<file path="config.mk">
export PLATFORM = sky130hd
export DESIGN_NAME = cpu_mmio_console
export DESIGN_NICKNAME = d
export VERILOG_FILES = /design/src/rtl/cpu_mmio_console_pkg.sv /design/src/rtl/mmio_sync_fifo.sv /design/src/rtl/cpu_mmio_console.sv
export SDC_FILE = /design/constraint.sdc
export NUM_CORES = 1
export LEC_CHECK = 0
export CELL_PAD_IN_SITES_DETAIL_PLACEMENT = 0
export CELL_PAD_IN_SITES_GLOBAL_PLACEMENT = 2
export CORE_ASPECT_RATIO = 1.25
export CORE_MARGIN = 3
export CORE_UTILIZATION = 31
export CTS_BUF_LIST = sky130_fd_sc_hd__clkbuf_8
export DETAILED_ROUTE_END_ITERATION = 12
export PLACE_DENSITY = 0.86
export RECOVER_POWER = 50
export SLEW_MARGIN = 15
export SYNTH_ARGS = -nofsm -noshare
export SYNTH_HDL_FRONTEND = slang
export SYNTH_SLANG_ARGS = --single-unit
</file>
<file path="constraint.sdc">
create_clock -name clk -period 3.9 [get_ports clk]
set_clock_uncertainty 0.2 [all_clocks]
set_input_delay 0.975 -clock clk [delete_from_list [all_inputs] [get_ports clk]]
set_output_delay 0.975 -clock clk [all_outputs]
set_load 0.05 [all_outputs]
</file>
<file path="src/rtl/cpu_mmio_console_pkg.sv">
`default_nettype none
// ============================================================================
// Module      : cpu_mmio_console_pkg
// Description : Shared definitions for the CPU MMIO console.
//               - Register offsets, taken from data_addr[3:2].
//               - STATUS bit positions.
//               - A helper that packs the STATUS word.
// Revision    : 1.0 - initial release
// ============================================================================
package cpu_mmio_console_pkg;

    // Register offsets within the 16-byte window.
    typedef enum logic [1:0] {
        MMIO_TXDATA = 2'd0,
        MMIO_STATUS = 2'd1,
        MMIO_RXDATA = 2'd2,
        MMIO_CYCLE  = 2'd3
    } mmio_reg_e;

    // STATUS bit positions.
    localparam int STAT_TX_FULL      = 0;
    localparam int STAT_TX_EMPTY     = 1;
    localparam int STAT_RX_FULL      = 2;
    localparam int STAT_RX_OVERRUN   = 3;
    localparam int STAT_TX_OVERFLOW  = 4;
    localparam int STAT_TX_COUNT_LSB = 8;

    // Packs the STATUS word. All bits not listed in the map read as zero.
    function automatic logic [31:0] build_status(
        input logic       tx_full,
        input logic       tx_empty,
        input logic       rx_full,
        input logic       rx_overrun,
        input logic       tx_overflow,
        input logic [7:0] tx_count
    );
        logic [31:0] word;
        word                                 = '0;
        word[STAT_TX_FULL]                   = tx_full;
        word[STAT_TX_EMPTY]                  = tx_empty;
        word[STAT_RX_FULL]                   = rx_full;
        word[STAT_RX_OVERRUN]                = rx_overrun;
        word[STAT_TX_OVERFLOW]               = tx_overflow;
        word[STAT_TX_COUNT_LSB +: 8]         = tx_count;
        return word;
    endfunction

endpackage : cpu_mmio_console_pkg
`default_nettype wire

</file>
<file path="src/rtl/mmio_sync_fifo.sv">
`default_nettype none
// ============================================================================
// Module      : mmio_sync_fifo
// Description : Single-clock circular-buffer FIFO.
//               The caller must not push while full or pop while empty.
//               The drop-on-full policy belongs to the parent.
// Ports       : clk, rst (async, active-high)
//               push / push_data  - write one entry
//               pop               - retire the head entry
//               head              - entry at rd_ptr (don't-care when empty)
//               full, empty, count (AW+1 bits)
// Revision    : 1.0 - initial release
// ============================================================================
module mmio_sync_fifo #(
    parameter int WIDTH = 8,
    parameter int DEPTH = 8,
    parameter int AW    = $clog2(DEPTH)
) (
    input  logic             clk,
    input  logic             rst,
    input  logic             push,
    input  logic [WIDTH-1:0] push_data,
    input  logic             pop,
    output logic [WIDTH-1:0] head,
    output logic             full,
    output logic             empty,
    output logic [AW:0]      count
);

    localparam logic [AW:0] C_FULL_COUNT = (AW+1)'(DEPTH);

    logic [WIDTH-1:0] mem_q [DEPTH];
    logic [WIDTH-1:0] mem_d [DEPTH];
    logic [AW-1:0]    rd_ptr_q, rd_ptr_d;
    logic [AW-1:0]    wr_ptr_q, wr_ptr_d;
    logic [AW:0]      count_q,  count_d;

    // Pointers are AW bits wide, so wrapping modulo DEPTH is implicit.
    always_comb begin
        mem_d    = mem_q;
        rd_ptr_d = rd_ptr_q;
        wr_ptr_d = wr_ptr_q;
        count_d  = count_q;
        if (push) begin
            mem_d[wr_ptr_q] = push_data;
            wr_ptr_d        = wr_ptr_q + AW'(1);
        end
        if (pop) begin
            rd_ptr_d = rd_ptr_q + AW'(1);
        end
        case ({push, pop})
            2'b10:   count_d = count_q + (AW+1)'(1);
            2'b01:   count_d = count_q - (AW+1)'(1);
            default: count_d = count_q;
        endcase
    end

    always_ff @(posedge clk or posedge rst) begin
        if (rst) begin
            mem_q    <= '{default: '0};
            rd_ptr_q <= '0;
            wr_ptr_q <= '0;
            count_q  <= '0;
        end else begin
            mem_q    <= mem_d;
            rd_ptr_q <= rd_ptr_d;
            wr_ptr_q <= wr_ptr_d;
            count_q  <= count_d;
        end
    end

    assign head  = mem_q[rd_ptr_q];
    assign full  = (count_q == C_FULL_COUNT);
    assign empty = (count_q == '0);
    assign count = count_q;

endmodule : mmio_sync_fifo
`default_nettype wire

</file>
<file path="src/rtl/cpu_mmio_console.sv">
`default_nettype none
// ============================================================================
// Module      : cpu_mmio_console
// Description : Memory-mapped console on the CPU data port.
//               Register map (offset = data_addr[3:2]):
//                 0 TXDATA - push a byte to the TX FIFO
//                 1 STATUS - flags and tx_count; write-1-to-clear error flags
//                 2 RXDATA - held RX byte; write bit0=1 to pop it
//                 3 CYCLE  - free-running counter, writable per byte lane
// Ports       : clk, rst (async, active-high)
//               sel, data_addr, data_wdata, data_wenable -> data_rdata
//                 (data_rdata is combinational)
//               tx_valid/tx_ready/tx_data   - TX byte sink handshake
//               rx_valid/rx_ready/rx_data   - RX byte source handshake
// Revision    : 1.0 - initial release
// ============================================================================
module cpu_mmio_console
    import cpu_mmio_console_pkg::*;
#(
    parameter int TX_DEPTH = 8,
    parameter int TX_AW    = 3
) (
    input  logic        clk,
    input  logic        rst,
    input  logic        sel,
    input  logic [31:0] data_addr,
    input  logic [31:0] data_wdata,
    input  logic [3:0]  data_wenable,
    output logic [31:0] data_rdata,
    output logic        tx_valid,
    input  logic        tx_ready,
    output logic [7:0]  tx_data,
    input  logic        rx_valid,
    output logic        rx_ready,
    input  logic [7:0]  rx_data
);

    // Only data_addr[3:2] is decoded. The outer decoder handles the rest.
    logic w_unused_addr;
    assign w_unused_addr = &{1'b0, data_addr[31:4], data_addr[1:0]};

    mmio_reg_e w_reg;
    logic      w_bus_wr;
    logic      w_tx_push_req, w_tx_push, w_tx_pop;
    logic      w_tx_full, w_tx_empty;
    logic [TX_AW:0] w_tx_count;
    logic      w_status_wr, w_rx_pop, w_rx_capture;

    logic        tx_overflow_q, tx_overflow_d;
    logic        rx_overrun_q,  rx_overrun_d;
    logic        rx_full_q,     rx_full_d;
    logic [7:0]  rx_byte_q,     rx_byte_d;
    logic [31:0] cycle_q,       cycle_d;

    assign w_reg    = mmio_reg_e'(data_addr[3:2]);
    assign w_bus_wr = sel && (data_wenable != 4'b0000);

    // TX push. Fullness uses the pre-edge count, so a push while full is
    // dropped even if the sink pops in the same cycle.
    assign w_tx_push_req = w_bus_wr && (w_reg == MMIO_TXDATA) && data_wenable[0];
    assign w_tx_push     = w_tx_push_req && !w_tx_full;
    assign tx_valid      = !w_tx_empty;
    assign w_tx_pop      = tx_valid && tx_ready;

    mmio_sync_fifo #(
        .WIDTH (8),
        .DEPTH (TX_DEPTH),
        .AW    (TX_AW)
    ) u_tx_fifo (
        .clk       (clk),
        .rst       (rst),
        .push      (w_tx_push),
        .push_data (data_wdata[7:0]),
        .pop       (w_tx_pop),
        .head      (tx_data),
        .full      (w_tx_full),
        .empty     (w_tx_empty),
        .count     (w_tx_count)
    );

    assign w_status_wr  = w_bus_wr && (w_reg == MMIO_STATUS) && data_wenable[0];
    assign w_rx_pop     = w_bus_wr && (w_reg == MMIO_RXDATA) && data_wenable[0]
                          && data_wdata[0];
    // A capture needs rx_ready, which is low while full. So a pop of a full
    // register never coincides with a capture. The new byte lands next cycle.
    assign w_rx_capture = rx_valid && !rx_full_q;
    assign rx_ready     = !rx_full_q;

    always_comb begin
        tx_overflow_d = tx_overflow_q;
        rx_overrun_d  = rx_overrun_q;
        rx_full_d     = rx_full_q;
        rx_byte_d     = rx_byte_q;
        cycle_d       = cycle_q + 32'd1;

        // Clears are applied first, so a new event in the same cycle wins.
        if (w_status_wr && data_wdata[STAT_TX_OVERFLOW]) tx_overflow_d = 1'b0;
        if (w_status_wr && data_wdata[STAT_RX_OVERRUN])  rx_overrun_d  = 1'b0;
        if (w_tx_push_req && w_tx_full)                  tx_overflow_d = 1'b1;
        if (rx_valid && rx_full_q && !w_rx_pop)          rx_overrun_d  = 1'b1;

        if (w_rx_pop) rx_full_d = 1'b0;
        if (w_rx_capture) begin
            rx_full_d = 1'b1;
            rx_byte_d = rx_data;
        end

        // Written lanes replace the incremented value. Other lanes keep
        // counter+1.
        if (w_bus_wr && (w_reg == MMIO_CYCLE)) begin
            for (int i = 0; i < 4; i++) begin
                if (data_wenable[i]) cycle_d[8*i +: 8] = data_wdata[8*i +: 8];
            end
        end
    end

    always_ff @(posedge clk or posedge rst) begin
        if (rst) begin
            tx_overflow_q <= 1'b0;
            rx_overrun_q  <= 1'b0;
            rx_full_q     <= 1'b0;
            rx_byte_q     <= 8'h00;
            cycle_q       <= 32'h0;
        end else begin
            tx_overflow_q <= tx_overflow_d;
            rx_overrun_q  <= rx_overrun_d;
            rx_full_q     <= rx_full_d;
            rx_byte_q     <= rx_byte_d;
            cycle_q       <= cycle_d;
        end
    end

    // Read data is returned only for a read (sel with no lanes enabled).
    always_comb begin
        data_rdata = 32'h0;
        if (sel && (data_wenable == 4'b0000)) begin
            case (w_reg)
                MMIO_STATUS: data_rdata = build_status(w_tx_full, w_tx_empty,
                                                       rx_full_q, rx_overrun_q,
                                                       tx_overflow_q,
                                                       8'(w_tx_count));
                MMIO_RXDATA: data_rdata = {23'b0, rx_full_q, rx_byte_q};
                MMIO_CYCLE:  data_rdata = cycle_q;
                default:     data_rdata = 32'h0;
            endcase
        end
    end

endmodule : cpu_mmio_console
`default_nettype wire
</file>
==> Flow_metrics.wiki, run 1 <==
{| class="wikitable"
! Metric !! Value
|-
| Status || finished, violations left
|-
| Violations in the final reports || max-capacitance violations, max-slew violations
|-
| HP Class || flop to flop
|-
| Total via count after detailed routing || 4356
|-
| Leakage || 3.50 nW
|-
| Global routing usage summed across all routing layers || 14.9%
|-
| Maximum number of pins on one net before global-route repair || 44
|-
| Max Root-Sink Buffers || 2
|-
| TritonCTS clock tree || done
|-
| Final Cell Area || 8170 um^2
|-
| Antenna-violating nets left || 0
|-
| Commonest cells post-synth || dfrtp_1 (117), mux2_2 (87), nor2_1 (42)
|-
| Router iterations before antenna repair || 4
|-
| Number of cells in the finished layout apart from fillers || 871
|-
| Top post-synthesis cells by area || dfrtp_1 (49%), mux2_2 (16%), mux4_2 (6.0%), xor2_1 (3.3%), nor2_1 (2.6%)
|-
| Number of synthesized flops with an enable pin || 0
|-
| HPWL after DPL || 11.1 mm
|-
| Number of buffers inserted during clock tree synthesis || 17
|-
| Fill count || 1781
|-
| Final net count || 712
|-
| Initial antenna violation count || 0
|-
| Fraction of synthesized cell area taken by the top area cell type || 48.5%
|-
| Post-synth cell types || 41
|-
| Routed via count divided by cell count || 5.00
|-
| Required time of the critical path || 2720 ps
|-
| Number of storage elements in the synthesis netlist || 117
|-
| Mapped Nets || 602
|-
| Htree depth || 4
|-
| Sequential fraction of the synthesis area || 48.5%
|-
| Routed Wire Length || 15.2 mm
|-
| CTS Sinks || 117
|-
| Post-layout power || 0.00489 W
|-
| Crit. End Element || output port
|-
| Worst Setup Path Type || primary input to output port
|-
| Combined area of all synthesized cells || 6030 um^2
|-
| Io pins || 123
|-
| VDD IR-drop max || 0.000511 V
|-
| RSZ-0062 raised after global routing || false
|-
| Via count of the first global-routing pass || 4641
|-
| Cell Rows || 56
|-
| DRC violation count after routing || 0
|-
| Final routed wire length divided by cell count || 17.5 um
|-
| Arrival time of the worst setup path || 2680 ps
|-
| Cell chosen for the clock root || clkbuf_8
|-
| Max stage delay on crit path || 480 ps
|-
| Final setup vio count || 0
|-
| Placeable Area || 18900 um^2
|-
| Worst path cell trace || clkdlybuf4s50_1, nor4_2, buf_4, and2_4, and3_4, buf_12, and2_4, buf_12
|-
| Number of failing hold endpoints at the final stage || 0
|-
| Cell family with most CP delay || buffers and inverters
|-
| Worst Max-Slew Pin Slew || 1690 ps
|-
| Final min period || 3850 ps
|-
| Initial DRC Count || 171
|-
| Maxcap violations || 1
|-
| Cell with the most instances after synthesis || dfrtp_1
|-
| Total congestion overflow after global routing || 0
|-
| Post-synthesis cell type with the largest combined area || dfrtp_1
|-
| Global-route wire length before repair || 24.6 mm
|-
| Maximum fanout along the worst path || 10
|-
| Share of cells above drive strength 1 || 36.2%
|-
| Period utilization || 98.8%
|-
| Slew headroom || -13.3%
|-
| Total cell area at the placement stage || 7650 um^2
|-
| Horizontal die dimension || 131 um
|-
| Highest attainable clock frequency || 259 MHz
|-
| Layout overhead on the synthesized area || 35.5%
|-
| CTS clk-pin slew, worst paths || 70 ps
|-
| Gate count after technology mapping || 515
|-
| Port Buf Inserts || 92
|-
| Final max-slew violation count || 37
|-
| Initial Utilization || 31.9%
|-
| Avg Inst Size Synth || 11.7 um^2
|-
| PD cells || 599 nW/um^2
|-
| DIE HEIGHT || 162 um
|-
| FFs w/ async S/R, synth || 100%
|-
| Clk_lat worst skew || 440 ps
|-
| Standard cell with the maximum stage delay on the critical path || clkdlybuf4s50_1
|-
| Full die area || 21200 um^2
|-
| Critical path buffer and inverter count || 4
|-
| Dominant synthesized flop cell || dfrtp_1
|-
| Routability Congestion || 0.759
|-
| Number of placed instances, taps included || 835
|-
| Crit path launch type || primary input
|-
| Yosys warning total || 0
|}
-- layer usage --
| metal | GRT usage [%] | vias up | wire [um] |
|---|---|---|---|
| met1 | 19.2 | 2165 | 6460 |
| li1 | - | 2057 | - |
| met2 | 24.9 | 112 | 7790 |
| met3 | 3.42 | 22 | 741 |
| met5 | 0 | - | 0 |
| met4 | 4.49 | 0 | 225 |
-- cell families (layout without fill, tap and decap cells) --
kind of cell,Yosys count,in the layout,share of synthesized area [%]
compound gates,48,48,4.46
fa+ha+maj,6,6,1.24
other cells,0,1,0
xor+xnor,39,39,5.66
mux,109,109,23.2
flops,117,117,48.5
simple gates,164,164,14.8
buf+inv,32,155,2.07
-- sequential cells by signal (all words and copies together) (netlist names) --
name,count
u_tx_fifo.count,4
rx_full_q,1
u_tx_fifo.mem_q,64
u_tx_fifo.rd_ptr_q,3
tx_overflow_q,1
cycle_q,32
rx_overrun_q,1
u_tx_fifo.wr_ptr_q,3
rx_byte_q,8
-- report_power, final --
| part | total, W | switching [W] | internal, W |
|---|---|---|---|
| logic | 0.00162 | 0.000768 | 0.000853 |
| registers | 0.00208 | 0.000449 | 0.00163 |
| clock network | 0.00119 | 0.000480 | 0.000709 |
-- worst paths after layout --
kind,slack [ps],start,depth (start not counted),end
setup / recovery,50,data_wenable[0],8,data_rdata[23]
hold / removal,300,rx_overrun_q,1,rx_overrun_q
setup reg to reg,1120,u_tx_fifo.count[1],10,u_tx_fifo.count[2]
hold reg to reg,300,rx_overrun_q,1,rx_overrun_q
max in group asynchronous,610,rst,3,u_tx_fifo.mem_q[63]
min in group asynchronous,1200,rst,2,cycle_q[15]
-- stage by stage --
stage	setup TNS, ps	hold WS (ps)	worst slack (ps)	utilization, %
finish	0	299	45.3	43.2
global route	0	320	14.6	43.2
CTS	-27.7	300	-15.3	42.8
detailed placement	-2450	284	-126	40.4
global placement	-3690	271	-158	40.4
floorplan	0	262	278	-
-- area by class of cell --
| cell class | instances | area, um^2 | share of cell area (%) |
|---|---|---|---|
| Inverter | 6 | 23.8 | 0.291 |
| Timing Repair Buffer | 117 | 1440 | 17.6 |
| Sequential cell | 117 | 2930 | 35.8 |
| Multi-Input combinational cell | 366 | 3060 | 37.4 |
| Clock inverter | 10 | 129 | 1.58 |
| Antenna cell | 1 | 2.50 | 0.0306 |
| Tap cell | 232 | 290 | 3.55 |
| Clock buffer | 22 | 303 | 3.71 |
-- repair_timing --
action	4_1_cts	5_1_grt
setup endpoints to repair	27	32
gates cloned	0	2
hold buffers	0	0
endpoints found under the hold margin	0	0
pin swaps	1	1
gates resized for setup	5	29
setup buffers	1	0
-- cells in the final DEF (no fill, tap or decap), types with 2 or more instances in the layout --
cell,count
and2_1,2
nor2b_1,3
mux4_2,16
nand4b_1,2
dlymetal6s2s_1,3
nor4b_4,2
bufinv_16,3
and2_4,21
clkdlybuf4s50_1,45
xnor2_1,16
clkbuf_8,22
nor4_1,2
buf_4,26
clkinvlp_4,3
inv_1,7
nand3_1,18
mux2_2,87
a21oi_1,27
o21ai_0,11
nor2_1,38
nor3_1,5
a22oi_1,6
nand4_1,9
and3_1,4
xor2_1,23
nor4_2,2
mux2i_1,6
and4_1,5
buf_12,33
clkbuf_1,2
nand2_1,37
dfrtp_1,117
clkbuf_2,2
dlygate4sd3_1,4
ha_1,6
nor3b_1,2
nor2_4,3
Power figures use the tool's default switching activity.
==> run 2, diff against run 1 <==
--- a/config.mk
+++ b/config.mk
@@ -8,11 +8,10 @@
 export CELL_PAD_IN_SITES_DETAIL_PLACEMENT = 0
 export CELL_PAD_IN_SITES_GLOBAL_PLACEMENT = 2
 export CORE_ASPECT_RATIO = 1.25
-export CORE_MARGIN = 3
-export CORE_UTILIZATION = 31
+export CORE_UTILIZATION = 37
 export CTS_BUF_LIST = sky130_fd_sc_hd__clkbuf_8
 export DETAILED_ROUTE_END_ITERATION = 12
-export PLACE_DENSITY = 0.86
+export PLACE_DENSITY = 0.95
 export RECOVER_POWER = 50
 export SLEW_MARGIN = 15
 export SYNTH_ARGS = -nofsm -noshare
==> constraint.sdc (replaced) <==
create_clock -name clk -period 4.7 [get_ports clk]
set_clock_uncertainty 0.2 [all_clocks]
set_input_delay 1.175 -clock clk [delete_from_list [all_inputs] [get_ports clk]]
set_output_delay 1.175 -clock clk [all_outputs]
set_load 0.05 [all_outputs]
==> run 2 against run 1 <==
Against the previous run: the flow still finishes with violations (max-capacitance violations, max-slew violations); core utilization up 6.7 points; critical path depth fell by 2; largest power group unchanged; routed wire length decreased by 5.1%; non-clock buffer count fell by 15; first-iteration DRC count increased by 16%; design area fell by 3.8%; combinational power is 17% lower.
==> Flow_metrics.wiki, run 2 (synthesis gave the netlist of run 1 again) <==
{| class="wikitable"
! Metric !! Value
|-
| Number of failing hold endpoints at the final stage || 0
|-
| Routability Congestion || 0.836
|-
| Final routed wire length divided by cell count || 17.3 um
|-
| Number of antenna cells inserted || 0
|-
| DIE HEIGHT || 145 um
|-
| Clock group share of total power || 21.4%
|-
| Worst setup slack after layout || 194 ps
|-
| Share of cells above drive strength 1 || 29.1%
|-
| Crit path launch type || primary input
|-
| Horizontal die dimension || 116 um
|-
| Violations in the final reports || max-capacitance violations, max-slew violations
|-
| Worst path cell trace || dlygate4sd3_1, clkbuf_1, mux2_2, a22oi_1, nor2_1, buf_12
|-
| Number of setup buffers added after CTS || 0
|-
| Most common library cell in the layout ignoring fill and taps || dfrtp_1
|-
| Final TNS setup || 0 ps
|-
| Required time of the critical path || 3320 ps
|-
| Initial Utilization || 38.3%
|-
| Maxcap violations || 1
|-
| CTS clk-pin slew, worst paths || 70 ps
|-
| Net switching power || 0.00141 W
|-
| Worst Max-Slew Pin Slew || 2410 ps
|-
| Initial DRC Count || 198
|-
| Max Root-Sink Buffers || 2
|-
| Port Buf Inserts || 92
|-
| Post-cts gate resize count || 0
|-
| Routed Wire Length || 14.4 mm
|-
| Total congestion overflow after global routing || 0
|-
| Share of power burned in combinational logic || 34.5%
|-
| Final net count || 697
|-
| Portion of total power attributed to sequential cells || 44.0%
|-
| Global routing usage summed across all routing layers || 18.3%
|-
| Period utilization || 95.9%
|-
| HP Class || flop to flop
|-
| Crit. End Element || output port
|-
| VDD IR-drop max || 0.000446 V
|-
| Status || finished, violations left
|-
| Maximum number of pins on one net before global-route repair || 54
|-
| CTS Sinks || 117
|-
| Io pins || 123
|-
| Final max-slew violation count || 54
|-
| TritonCTS clock tree || done
|-
| Largest register by flop count || u_tx_fifo.mem_q
|-
| Cts-stage hold buffer count || 0
|-
| Arrival time of the worst setup path || 3130 ps
|-
| Antenna-violating nets left || 0
|-
| PD cells || 497 nW/um^2
|-
| Number of buffers inserted during clock tree synthesis || 17
|-
| Initial antenna violation count || 0
|-
| Max stage delay on crit path || 730 ps
|-
| Via count of the first global-routing pass || 4609
|-
| HPWL after DPL || 10.6 mm
|-
| Layout overhead on the synthesized area || 30.4%
|-
| Total via count after detailed routing || 4304
|-
| Final setup vio count || 0
|-
| Finished Core Util || 49.9%
|-
| Max reg flops || 64
|-
| Setup WS pre-CTS || 282 ps
|-
| FF-to-FF setup slack || 1420 ps
|-
| Final min period || 4510 ps
|-
| Routed via count divided by cell count || 5.15
|-
| Full die area || 16800 um^2
|-
| Htree depth || 4
|-
| Worst Setup Path Type || primary input to output port
|-
| Maximum fanout along the worst path || 12
|-
| Int Power || 0.00250 W
|-
| Share of total power consumed by net switching || 36.1%
|-
| Commonest non-fill, non-tap cells in the layout || dfrtp_1 (117), mux2_2 (87), clkdlybuf4s50_1 (56)
|-
| Clk_lat worst skew || 420 ps
|-
| Global-route wire length before repair || 23.3 mm
|-
| Slew headroom || -61.3%
|-
| DRC violation count after routing || 0
|-
| Largest registers || u_tx_fifo.mem_q (64), cycle_q (32), rx_byte_q (8)
|-
| Highest attainable clock frequency || 222 MHz
|-
| Router iterations before antenna repair || 6
|-
| Cell chosen for the clock root || clkbuf_8
|-
| RSZ-0062 raised after global routing || false
|-
| Leakage || 3.30 nW
|-
| Placeable Area || 15800 um^2
|-
| Cell Rows || 51
|-
| Standard cell with the maximum stage delay on the critical path || dlygate4sd3_1
|}
==> run 2: final timing paths <==
| kind | cells past startpoint | to | startpoint |
|---|---|---|---|
| max | 6 | data_rdata[0] | data_addr[3] |
| min | 1 | u_tx_fifo.mem_q[32] | u_tx_fifo.mem_q[32] |
| max reg2reg | 11 | u_tx_fifo.count[2] | u_tx_fifo.count[1] |
| min reg2reg | 1 | u_tx_fifo.mem_q[32] | u_tx_fifo.mem_q[32] |
| max in group asynchronous | 3 | u_tx_fifo.count[0] | rst |
| min in group asynchronous | 2 | cycle_q[17] | rst |
==> run 2: routing by layer <==
layer  share of wire (%)  global-route usage (%)
met5                   0                       0
met1                  42                    22.0
met3                 5.1                    3.71
met2                  51                    32.3
met4                 1.9                    6.28
==> run 2: per-stage QoR <==
| stage | instance area [um^2] | cells | power, W | hold slack, ps |
|---|---|---|---|---|
| 2_1_floorplan | 6030 | 515 | 0.00269 | 262 |
| 3_3_place_gp | 7520 | 803 | 0.00303 | 271 |
| 3_5_place_dp | 7520 | 803 | 0.00310 | 291 |
| 4_1_cts | 7890 | 835 | 0.00395 | 307 |
| 5_1_grt | 7860 | 835 | 0.00414 | 320 |
| 6_report | 7860 | 835 | 0.00391 | 305 |
==> run 2: final cells by class <==
| cell class | count | area (um^2) |
|---|---|---|
| inverters | 6 | 23.8 |
| repair buffers | 102 | 1320 |
| clock buffers | 18 | 248 |
| well taps | 212 | 265 |
| clock inverters | 14 | 115 |
| flip-flops and latches | 117 | 2930 |
| multi-input cells | 366 | 2970 |
| fillers | 1403 | 7900 |
==> run 2: worst max-delay path: cells and delay by family <==
family                 cells  cell delay, ps
buffers and inverters      3            1300
muxes                      1             410
AOI/OAI and AO/OA          1             140
and+or+nand+nor            1             100
==> run 2: power by group through the flow <==
stage,registers [W],clock network [W],logic [W]
6_report,0.00172,0.000837,0.00135
3_5_place_dp,0.00174,0,0.00136
5_1_grt,0.00178,0.000899,0.00147
3_3_place_gp,0.00170,0,0.00132
2_1_floorplan,0.00155,0,0.00114
4_1_cts,0.00172,0.000858,0.00137
